**config.mk**
```make
export PLATFORM = sky130hd
export DESIGN_NAME = cla_adder_pipe_flat
export DESIGN_NICKNAME = d
export VERILOG_FILES = /design/src/rtl/cla_pkg.sv /design/src/rtl/cla_adder_pipe_if.sv /design/src/rtl/cla_slice.sv /design/src/rtl/cla_adder_pipe.sv /design/src/flat_wrapper.sv
export SDC_FILE = /design/constraint.sdc
export NUM_CORES = 1
export LEC_CHECK = 0
export BUFFER_PORTS_ARGS = -buffer_cell sky130_fd_sc_hd__clkbuf_2
export CORE_MARGIN = 5
export CORE_UTILIZATION = 25
export CTS_BUF_LIST = sky130_fd_sc_hd__clkbuf_16
export CTS_CLUSTER_DIAMETER = 40
export DETAILED_ROUTE_END_ITERATION = 16
export SYNTH_ARGS = -nofsm -noshare
export SYNTH_HDL_FRONTEND = slang
export SYNTH_SLANG_ARGS = --single-unit
```
**constraint.sdc**
```tcl
create_clock -name clk -period 3.11 [get_ports clk]
set_clock_uncertainty 0.2 [all_clocks]
set_input_delay 0.4665 -clock clk [delete_from_list [all_inputs] [get_ports clk]]
set_output_delay 0.4665 -clock clk [all_outputs]
set_load 0.1 [all_outputs]
```
**src/rtl/cla_pkg.sv**
```systemverilog
// Shared definitions for the pipelined carry-lookahead adder.
//   CLA_GROUP          : bits per lookahead group
//   CLA_MAX_WIDTH      : widest operand a pipeline record can carry
//   cla_stage_t        : per-stage pipeline record
//   cla_nstages()      : number of pipeline stages for a WIDTH/SLICE pair
//   cla_group()        : 4-bit group lookahead, returns {G, P, carries}
package cla_pkg;

    localparam int unsigned CLA_GROUP     = 4;
    localparam int unsigned CLA_MAX_WIDTH = 128;

    // One beat as it sits in a pipeline stage. opa/opb keep the operand
    // slices not yet resolved; psum collects the slices already resolved.
    typedef struct packed {
        logic                     valid;
        logic                     carry;
        logic                     ovf;
        logic [CLA_MAX_WIDTH-1:0] opa;
        logic [CLA_MAX_WIDTH-1:0] opb;
        logic [CLA_MAX_WIDTH-1:0] psum;
    } cla_stage_t;

    function automatic int unsigned cla_nstages(input int unsigned width,
                                                input int unsigned slice);
        return width / slice;
    endfunction

    // Group generate/propagate plus the carry into each bit of the group.
    function automatic logic [CLA_GROUP+1:0] cla_group(input logic [CLA_GROUP-1:0] g,
                                                       input logic [CLA_GROUP-1:0] p,
                                                       input logic             c0);
        logic [CLA_GROUP-1:0] c;
        logic                 gg;
        logic                 pg;
        c[0] = c0;
        c[1] = g[0] | (p[0] & c0);
        c[2] = g[1] | (p[1] & g[0]) | (p[1] & p[0] & c0);
        c[3] = g[2] | (p[2] & g[1]) | (p[2] & p[1] & g[0]) | (p[2] & p[1] & p[0] & c0);
        gg   = g[3] | (p[3] & g[2]) | (p[3] & p[2] & g[1]) | (p[3] & p[2] & p[1] & g[0]);
        pg   = &p;
        return {gg, pg, c};
    endfunction

endpackage

```
**src/rtl/cla_adder_pipe_if.sv**
```systemverilog
// Handshake and data bundle of the pipelined carry-lookahead adder.
//   in_valid/in_ready/in0/in1/carry_in : operand beat
//   sub                                : subtract mode, only with CLA_PIPE_SUB_EN
//   out_valid/out_ready/sum/carry_out/overflow : result beat
// Modports: master drives operands and out_ready, slave is the adder.
interface cla_adder_pipe_if #(
    parameter int unsigned WIDTH = 32
);
    logic             in_valid;
    logic             in_ready;
    logic [WIDTH-1:0] in0;
    logic [WIDTH-1:0] in1;
    logic             carry_in;
`ifdef CLA_PIPE_SUB_EN
    logic             sub;
`endif
    logic             out_valid;
    logic             out_ready;
    logic [WIDTH-1:0] sum;
    logic             carry_out;
    logic             overflow;

    modport master (
        output in_valid, in0, in1, carry_in,
`ifdef CLA_PIPE_SUB_EN
        output sub,
`endif
        output out_ready,
        input  in_ready, out_valid, sum, carry_out, overflow
    );

    modport slave (
        input  in_valid, in0, in1, carry_in,
`ifdef CLA_PIPE_SUB_EN
        input  sub,
`endif
        input  out_ready,
        output in_ready, out_valid, sum, carry_out, overflow
    );

endinterface

```
**src/rtl/cla_slice.sv**
```systemverilog
// Combinational SLICE-bit carry-lookahead adder built from 4-bit groups.
//   a_i, b_i : operand slices
//   cin_i    : carry into bit 0
//   sum_o    : slice sum
//   cout_o   : carry out of the top bit
//   cmsb_o   : carry into the top bit (for signed overflow)
module cla_slice
    import cla_pkg::*;
#(
    parameter int unsigned SLICE = 16
) (
    input  logic [SLICE-1:0] a_i,
    input  logic [SLICE-1:0] b_i,
    input  logic             cin_i,
    output logic [SLICE-1:0] sum_o,
    output logic             cout_o,
    output logic             cmsb_o
);
    localparam int unsigned NGROUPS = SLICE / CLA_GROUP;

    logic [SLICE-1:0]     gen_c;
    logic [SLICE-1:0]     prop_c;
    logic [SLICE-1:0]     carry_c;
    logic [NGROUPS:0]     gcarry_c;
    logic [CLA_GROUP+1:0] grp_c;

    assign gen_c  = a_i & b_i;
    assign prop_c = a_i ^ b_i;

    // Group carries chain through group G/P; bit carries come from lookahead.
    always_comb begin
        gcarry_c    = '0;
        carry_c     = '0;
        grp_c       = '0;
        gcarry_c[0] = cin_i;
        for (int j = 0; j < int'(NGROUPS); j++) begin
            grp_c = cla_group(gen_c[j*CLA_GROUP +: CLA_GROUP],
                              prop_c[j*CLA_GROUP +: CLA_GROUP],
                              gcarry_c[j]);
            carry_c[j*CLA_GROUP +: CLA_GROUP] = grp_c[CLA_GROUP-1:0];
            gcarry_c[j+1] = grp_c[CLA_GROUP+1] | (grp_c[CLA_GROUP] & gcarry_c[j]);
        end
    end

    assign sum_o  = prop_c ^ carry_c;
    assign cout_o = gcarry_c[NGROUPS];
    assign cmsb_o = carry_c[SLICE-1];

endmodule

```
**src/rtl/cla_adder_pipe.sv**
```systemverilog
// Pipelined carry-lookahead adder with valid/ready handshake.
//   clk  : clock
//   rst  : asynchronous active-high reset
//   bus  : cla_adder_pipe_if.slave (operands in, registered result out)
// Stage k resolves slice k with the carry registered by stage k-1; a beat
// accepted at edge t is presented after edge t+NSTAGES-1.
// Optional feature: define CLA_PIPE_SUB_EN to add the sub (subtract) input.
module cla_adder_pipe
    import cla_pkg::*;
#(
    parameter int unsigned WIDTH = 32,
    parameter int unsigned SLICE = 16
) (
    input  logic           clk,
    input  logic           rst,
    cla_adder_pipe_if.slave bus
);
    localparam int unsigned NSTAGES = cla_nstages(WIDTH, SLICE);

    if (((WIDTH % SLICE) != 0) || ((SLICE % CLA_GROUP) != 0)) begin : g_bad_geometry
        $error("cla_adder_pipe: WIDTH must be a multiple of SLICE and SLICE a multiple of 4");
    end
    if (WIDTH > CLA_MAX_WIDTH) begin : g_too_wide
        $error("cla_adder_pipe: WIDTH exceeds CLA_MAX_WIDTH");
    end

    logic [WIDTH-1:0] opb_c;
    logic             cin_c;
    logic             advance_c;
    cla_stage_t       head_c;
    cla_stage_t       tail_c;
    logic             tail_unused;
    cla_stage_t       src_c   [NSTAGES];
    cla_stage_t       stage_d [NSTAGES];
    cla_stage_t       stage_q [NSTAGES];
    logic [SLICE-1:0] sl_sum  [NSTAGES];
    logic             sl_cout [NSTAGES];
    logic             sl_cmsb [NSTAGES];

    // Subtraction is folded in up front as in0 + ~in1 + 1.
`ifdef CLA_PIPE_SUB_EN
    assign opb_c = bus.sub ? ~bus.in1 : bus.in1;
    assign cin_c = bus.sub ? 1'b1 : bus.carry_in;
`else
    assign opb_c = bus.in1;
    assign cin_c = bus.carry_in;
`endif

    // Whole pipeline moves together; it stalls only when a result is held.
    assign advance_c = !tail_c.valid || bus.out_ready;

    // Incoming beat in pipeline-record form.
    always_comb begin
        head_c       = '0;
        head_c.valid = bus.in_valid;
        head_c.carry = cin_c;
        head_c.opa   = CLA_MAX_WIDTH'(bus.in0);
        head_c.opb   = CLA_MAX_WIDTH'(opb_c);
    end

    // Record feeding each stage's slice adder.
    always_comb begin
        src_c[0] = head_c;
        for (int k = 1; k < int'(NSTAGES); k++) begin
            src_c[k] = stage_q[k-1];
        end
    end

    for (genvar k = 0; k < NSTAGES; k++) begin : g_stage
        cla_slice #(
            .SLICE (SLICE)
        ) u_slice (
            .a_i    (src_c[k].opa[k*SLICE +: SLICE]),
            .b_i    (src_c[k].opb[k*SLICE +: SLICE]),
            .cin_i  (src_c[k].carry),
            .sum_o  (sl_sum[k]),
            .cout_o (sl_cout[k]),
            .cmsb_o (sl_cmsb[k])
        );
    end

    // Merge each slice result into its beat; ovf is only meaningful at the top slice.
    always_comb begin
        for (int k = 0; k < int'(NSTAGES); k++) begin
            stage_d[k]                          = src_c[k];
            stage_d[k].psum[k*SLICE +: SLICE] = sl_sum[k];
            stage_d[k].carry                    = sl_cout[k];
            stage_d[k].ovf                      = sl_cmsb[k] ^ sl_cout[k];
        end
    end

    // Stage registers; bubbles only clear valid so data is sampled on acceptance only.
    always_ff @(posedge clk or posedge rst) begin
        if (rst) begin
            for (int k = 0; k < int'(NSTAGES); k++) begin
                stage_q[k] <= '0;
            end
        end else if (advance_c) begin
            for (int k = 0; k < int'(NSTAGES); k++) begin
                if (src_c[k].valid) begin
                    stage_q[k] <= stage_d[k];
                end else begin
                    stage_q[k].valid <= 1'b0;
                end
            end
        end
    end

    assign tail_c      = stage_q[NSTAGES-1];
    // Upper record bits beyond WIDTH are constant zero in the last stage.
    assign tail_unused = ^tail_c;

    assign bus.in_ready  = advance_c;
    assign bus.out_valid = tail_c.valid;
    assign bus.sum       = tail_c.psum[WIDTH-1:0];
    assign bus.carry_out = tail_c.carry;
    assign bus.overflow  = tail_c.ovf;

endmodule
```
**src/flat_wrapper.sv**
```systemverilog
// flat-port wrapper written by rule: the top's interface ports become plain ports
module cla_adder_pipe_flat import cla_pkg::*;
#(
    parameter int unsigned WIDTH = 32,
    parameter int unsigned SLICE = 16
)
  (clk, rst, bus_in_valid, bus_in0, bus_in1, bus_carry_in, bus_out_ready, bus_in_ready, bus_out_valid, bus_sum, bus_carry_out, bus_overflow);
  cla_adder_pipe_if #(.WIDTH(WIDTH)) bus_i ();
  input  logic clk;
  input  logic rst;
  input wire logic [$bits(bus_i.in_valid)-1:0] bus_in_valid;
  input wire logic [$bits(bus_i.in0)-1:0] bus_in0;
  input wire logic [$bits(bus_i.in1)-1:0] bus_in1;
  input wire logic [$bits(bus_i.carry_in)-1:0] bus_carry_in;
  input wire logic [$bits(bus_i.out_ready)-1:0] bus_out_ready;
  output wire logic [$bits(bus_i.in_ready)-1:0] bus_in_ready;
  output wire logic [$bits(bus_i.out_valid)-1:0] bus_out_valid;
  output wire logic [$bits(bus_i.sum)-1:0] bus_sum;
  output wire logic [$bits(bus_i.carry_out)-1:0] bus_carry_out;
  output wire logic [$bits(bus_i.overflow)-1:0] bus_overflow;
  assign bus_i.in_valid = bus_in_valid;
  assign bus_i.in0 = bus_in0;
  assign bus_i.in1 = bus_in1;
  assign bus_i.carry_in = bus_carry_in;
  assign bus_i.out_ready = bus_out_ready;
  assign bus_in_ready = bus_i.in_ready;
  assign bus_out_valid = bus_i.out_valid;
  assign bus_sum = bus_i.sum;
  assign bus_carry_out = bus_i.carry_out;
  assign bus_overflow = bus_i.overflow;
  cla_adder_pipe #(.WIDTH(WIDTH), .SLICE(SLICE)) u_core (.clk(clk), .rst(rst), .bus(bus_i));
endmodule
```
Word-level counts from Yosys, hierarchy flattened
Index checks and enable logic that the tools add are counted.

Output and inout bits: 36. ROM bits: 0. Logic and storage cells: 230. Memories: 0. Bits in latches: 0. Input port bits: 69. Register bits: 117. RAM bits: 0.

Reductions and logical operators: 12. Div/mod/pow operators: 0. $lt $le $gt $ge: 0. Equality and inequality tests: 0. Multiply operators: 0. Add/subtract/negate cells: 0. Multiplexer cells: 2. Shift operators: 0. Bitwise logic cells: 207.

Operators by type and width (number): AND 1 bit (120); OR 1 bit (80); bitwise XOR 16 bit (4); AND 16 bit (2); AND reduction 4 bit (8); AND reduction 2 bit (2); two-way mux 1 bit (2); zero test 1 bit (1); logical OR 1 bit (1); bitwise XOR 1 bit (1).

Logic depth before layout (Yosys ltp)
Depth in word-level cells: 13. Depth in mapped cells: 9. Depth with buffers taken out: 9.

Hierarchy
From an unflattened synthesis, not the netlist that was laid out.

Cell total of the unflattened synthesis: 338. Area total of the unflattened synthesis: 4838.4 µm².

Modules (own cells, without submodules): cla_adder_pipe (sequential area each 2127.0 µm², cells an instance 184, area an instance 3509.6 µm², times used 1); cla_slice (sequential area each 0.0 µm², cells an instance 77, area an instance 664.4 µm², times used 2).

Least setup slack after synthesis
Ideal clock, no wire load.

Path type: reg2reg. Start: register u_core.stage_q, in the netlist u_core.bus.out_valid. End: register u_core.stage_q, in the netlist u_core.src_c[152]. Library setup time: 0.128 ns. Clock period less this slack: 3.132 ns. Cell stages (with the launch flop): 7. Path buffers: 3. Required time: 2.782 ns. Slack: -0.022 ns. Arrival: 2.805 ns. Cell sequence: dfrtp_1 nand2b_1 clkbuf_1 nand2_1 clkbuf_1 buf_2 mux2_1.

Word-level cells in the longest chain between the ends: 3.

Ends and longest elaborated chain: start: declaration (RTL line cla_adder_pipe.sv:35) `cla_stage_t stage_q [NSTAGES];`; start signal: indexed assignment (RTL line cla_adder_pipe.sv:101) `stage_q[k] <= stage_d[k];`; zero test 1 bit (RTL line cla_adder_pipe.sv:50) `assign advance_c = !tail_c.valid || bus.out_ready;`; logical OR 1 bit (RTL line cla_adder_pipe.sv:50); via bus_in_ready (RTL line flat_wrapper.sv:16) `output wire logic [$bits(bus_i.in_ready)-1:0] bus_in_ready;`; AND reduction 2 bit (no source line).

The timed path passes the listed nets, and every way through them passes these cells. A chain may end at the register's enable or synchronous reset.

Worst setup path in the final report
Start: register u_core.stage_q, in the netlist u_core.src_c[277]. End: register u_core.stage_q, in the netlist u_core.bus.sum[29].

Word-level cells in the longest chain between the ends: 10. Elaborated cells on any way between the ends: 15. Those cells by class: bitwise: 14; reduce/logical: 1.

Ends and longest elaborated chain: AND 16 bit or bitwise XOR 16 bit (tied branches) (RTL line cla_slice.sv:27, cla_slice.sv:28); AND 1 bit (RTL line cla_pkg.sv:39) `gg = g[3] | (p[3] & g[2]) | (p[3] & p[2] & g[1]) | (p[3] & p[2] & p[1] & g[0]);`; OR 1 bit or AND 1 bit (tied branches) (RTL line cla_pkg.sv:39); OR 1 bit (RTL line cla_pkg.sv:39); OR 1 bit * (RTL line cla_slice.sv:41) `gcarry_c[j+1] = grp_c[CLA_GROUP+1] | (grp_c[CLA_GROUP] & gcarry_c[j]);`; AND 1 bit * (RTL line cla_slice.sv:41); OR 1 bit * (RTL line cla_slice.sv:41); AND 1 bit * (RTL line cla_pkg.sv:36) `c[1] = g[0] | (p[0] & c0);`; OR 1 bit * (RTL line cla_pkg.sv:36); bitwise XOR 16 bit * (RTL line cla_slice.sv:45) `assign sum_o = prop_c ^ carry_c;`.

Mark *: on every way between the ends. The rest lies on a longest branch, timed or not.

==> summary.md <==
| Metric | Value |
|---|---|
| Most area-hungry cell type in the Yosys netlist | dfrtp_1 |
| Critical Path RT | 3140 ps |
| Die span in x | approximately 140 um |
| GRT overflow | 0 |
| Status | finished clean |
| Post-synthesis sequential area ratio | 47.8% |
| Static Leak | between 2 and 3 nW |
| Post-Syn Nets | 520 |
| WL final | 10600 um |
| Synth Register Bits | between 80 and 90 |
| CP Class | reg2reg |
| Commonest non-fill, non-tap cell in the layout | clkbuf_2 |
| Min-Delay Path Class | in2reg |
| CP Capture Type | register |
| Num CTS Buffers | 9 |
| Post-CTS Setup Inserts | 0 |
| Synth Flop Type | dfrtp_1 |
| Worst slew margin | around 53% |
| Startpoint types | register |
| Post-DP HPWL | roughly 8200 um |
| CP startpoint | u_core.src_c[277] |
| Worst r2r path cells | 8 |
| Worst Max-Slew Pin Slew | between 700 and 800 ps |
| Min Tclk post-route | between 2000 and 3000 ps |
| CTS tree | yes |
| Crit path capture | u_core.bus.sum[29] |
| Power density cells | slightly below 1000 nW/um2 |
| Post-route ant nets | 0 |
| Setup_tns | 0 ps |
| DRC | 0 |
| Crit path DAT | between 2000 and 3000 ps |
| Final hold slack | between 100 and 150 ps |
| Clock root cell | clkbuf_16 |
| R2R Setup Slk | 460 ps |
| Slew Viols, Final | 0 |
| Clk pwr share | between 20% and 30% |
| ANT cells | 0 |
| Reg-to-reg critical path endpoint | u_core.bus.sum[29] |
| Most frequent cells in the layout | 104 x clkbuf_2, 92 x nand2_1, 85 x dfrtp_1, 32 x ha_1, 24 x mux2_2 |
| Via count of the first global-routing pass | 3642 |
| Die ar. | approximately 21000 um2 |
| Count of flip-flops with a built-in enable after synthesis | 0 |
| Pin count of the biggest net entering global routing | 48 |
| RSZ-0062 raised after global routing | no |
| Ys Warns | 0 |
| Cell row count | between 40 and 50 |
| Gpl congestion | about 0.79 |
| Placed cell area | roughly 5300 um2 |
| Port Buffers | ~100 |
| DR pass1 iterations | 4 |
| Mapped cell area | ~4400 um2 |
| First-pass GRT wire length | around 18000 um |
| Switching Fraction | about 50% |
| Logic gate share of total power | ~50% |
| P_sw | 0.00273 W |
| Endpoints failing hold | 0 |
| Crit-path max FO | 5 |
| Setup Viol. Count Final | 0 |
| Avg WL per Cell | 14.1 um |
| H-tree depth | 3 |
| Layout cells sized above 1 | 32.3% |
| Area contributors post-synth | dfrtp_1 48%, ha_1 9.0%, nand2_1 7.9%, mux2_2 6.1%, fa_1 3.6% |
| DR iter-0 viols | between 100 and 150 |
| Clock sinks | 85 |
| Tot Pwr | roughly 0.0055 W |
| Sequential share of power | 29.7% |
| Clock Path Buffers | 2 |
| Avg Inst Size Synth | around 11 um2 |
| Post-synthesis cell type count | between 40 and 50 |
| Share of the synthesized area in the top cell type | about 48% |
| Fmax | 377 MHz |
| Mapped Cells | ~410 |
| Final Cycle Share | between 80% and 90% |
| DR vias/cell | between 4 and 5 |
| I/O pin total | 105 |
| Nets@finish | approximately 630 |
| Fraction of registers with async set/reset | 100% |
| Peak supply drop | 0.776 mV |
| Worst r2r src | u_core.src_c[277] |
| Internal power | around 0.0027 W |
| Via count | about 3300 |
| Die Ht | roughly 140 um |
| GRT Total Usage | between 10% and 20% |
| Layout Area Growth over Synthesis | 25.8% |
| Number of max-cap violations | 0 |
| Design area | roughly 5600 um2 |
| Clk Latency, worst-skew pair | 350 ps |
| Initial core utilization | roughly a quarter |
| Core outline area | roughly 17000 um2 |
| Initial antenna violation count | 1 |
| Clock Pin Slew Worst Setup and Hold Paths | roughly 60 ps |
==> through the flow <==
step / util [%] / setup slack, ps / instances
2_1_floorplan: - / 247 / 411
3_3_place_gp: 30.3 / 335 / 732
3_5_place_dp: 30.3 / 303 / 732
4_1_cts: 32.2 / 453 / 749
5_1_grt: 32.2 / 337 / 749
6_report: 32.2 / 455 / 749
==> layout make-up <==
class                   instances  area (um2)
repair buffers                112         596
multi-input cells             300        2220
clock buffers                   9         225
fillers                      1799       11800
clock inverters                 7        97.6
flip-flops and latches         85        2130
inverters                      11        42.5
well taps                     225         282
==> layer usage <==
metal	track usage, %	up-vias	share of wire [%]
li1	-	1638	-
met1	13.4	1571	43
met2	18.5	82	49
met3	2.96	13	5.7
met4	4.71	2	2.0
met5	0	-	0.066
==> logic make-up after synthesis <==
family                   synth area share, %
AND/OR/NAND/NOR                         12.9
flip-flops                              47.8
AO/OA/AOI/OAI                           12.2
adder cells (fa/ha/maj)                 12.6
multiplexers                            8.86
buffers and inverters                   2.25
XOR/XNOR                                3.35
==> power groups by stage <==
stage	clock network [W]	logic (W)	registers, W
final	0.00117	0.00266	0.00162
after global routing	0.00128	0.00285	0.00166
after CTS	0.00122	0.00270	0.00163
after detailed placement	0	0.00269	0.00165
after global placement	0	0.00265	0.00163
after floorplan	0	0.000828	0.00297
==> worst max-delay path, cell delays in order (launching register included) <==
cell and delay (ps):
dfrtp_1 380, ha_1 380, a21o_1 210, a21oi_2 270
a2bb2oi_2 220, o211ai_4 130, fa_1 450, xnor2_1 180
o21ai_0 100
==> cells in the mapped netlist, types with 8 or more instances <==
master	n
a21oi_1	11
clkbuf_1	13
dfrtp_1	85
fa_1	8
ha_1	32
inv_1	11
mux2_1	11
mux2_2	24
nand2_1	94
nor2_1	8
o21ai_0	14
o21ai_1	14
xnor2_1	11
==> sequential cells by signal, summed over array words and instances, names as in the netlist <==
signal                flops
u_core.bus.overflow       1
u_core.bus.out_valid      1
u_core.bus.sum           32
u_core.src_c             50
u_core.bus.carry_out      1
==> how the worst min path moves through the flow <==
stage | start | end | slack, ps | cells after the start
after detailed placement | u_core.src_c[8] | u_core.bus.sum[8] | 260 | 2
after CTS | bus_in1[26] | u_core.src_c[154] | 120 | 2
after floorplan | u_core.src_c[12] | u_core.bus.sum[12] | 230 | 2
after global placement | u_core.src_c[11] | u_core.bus.sum[11] | 250 | 2
after global routing | bus_in1[31] | u_core.src_c[159] | 120 | 2
final | bus_in1[26] | u_core.src_c[154] | 130 | 2
==> what timing repair did <==
item / 4_1_cts / 5_1_grt
hold buffers: 1 / 0
resized for setup: 0 / 0
endpoints found under the hold margin: 6 / 0
Note: power is estimated with default switching activity, not from simulation.
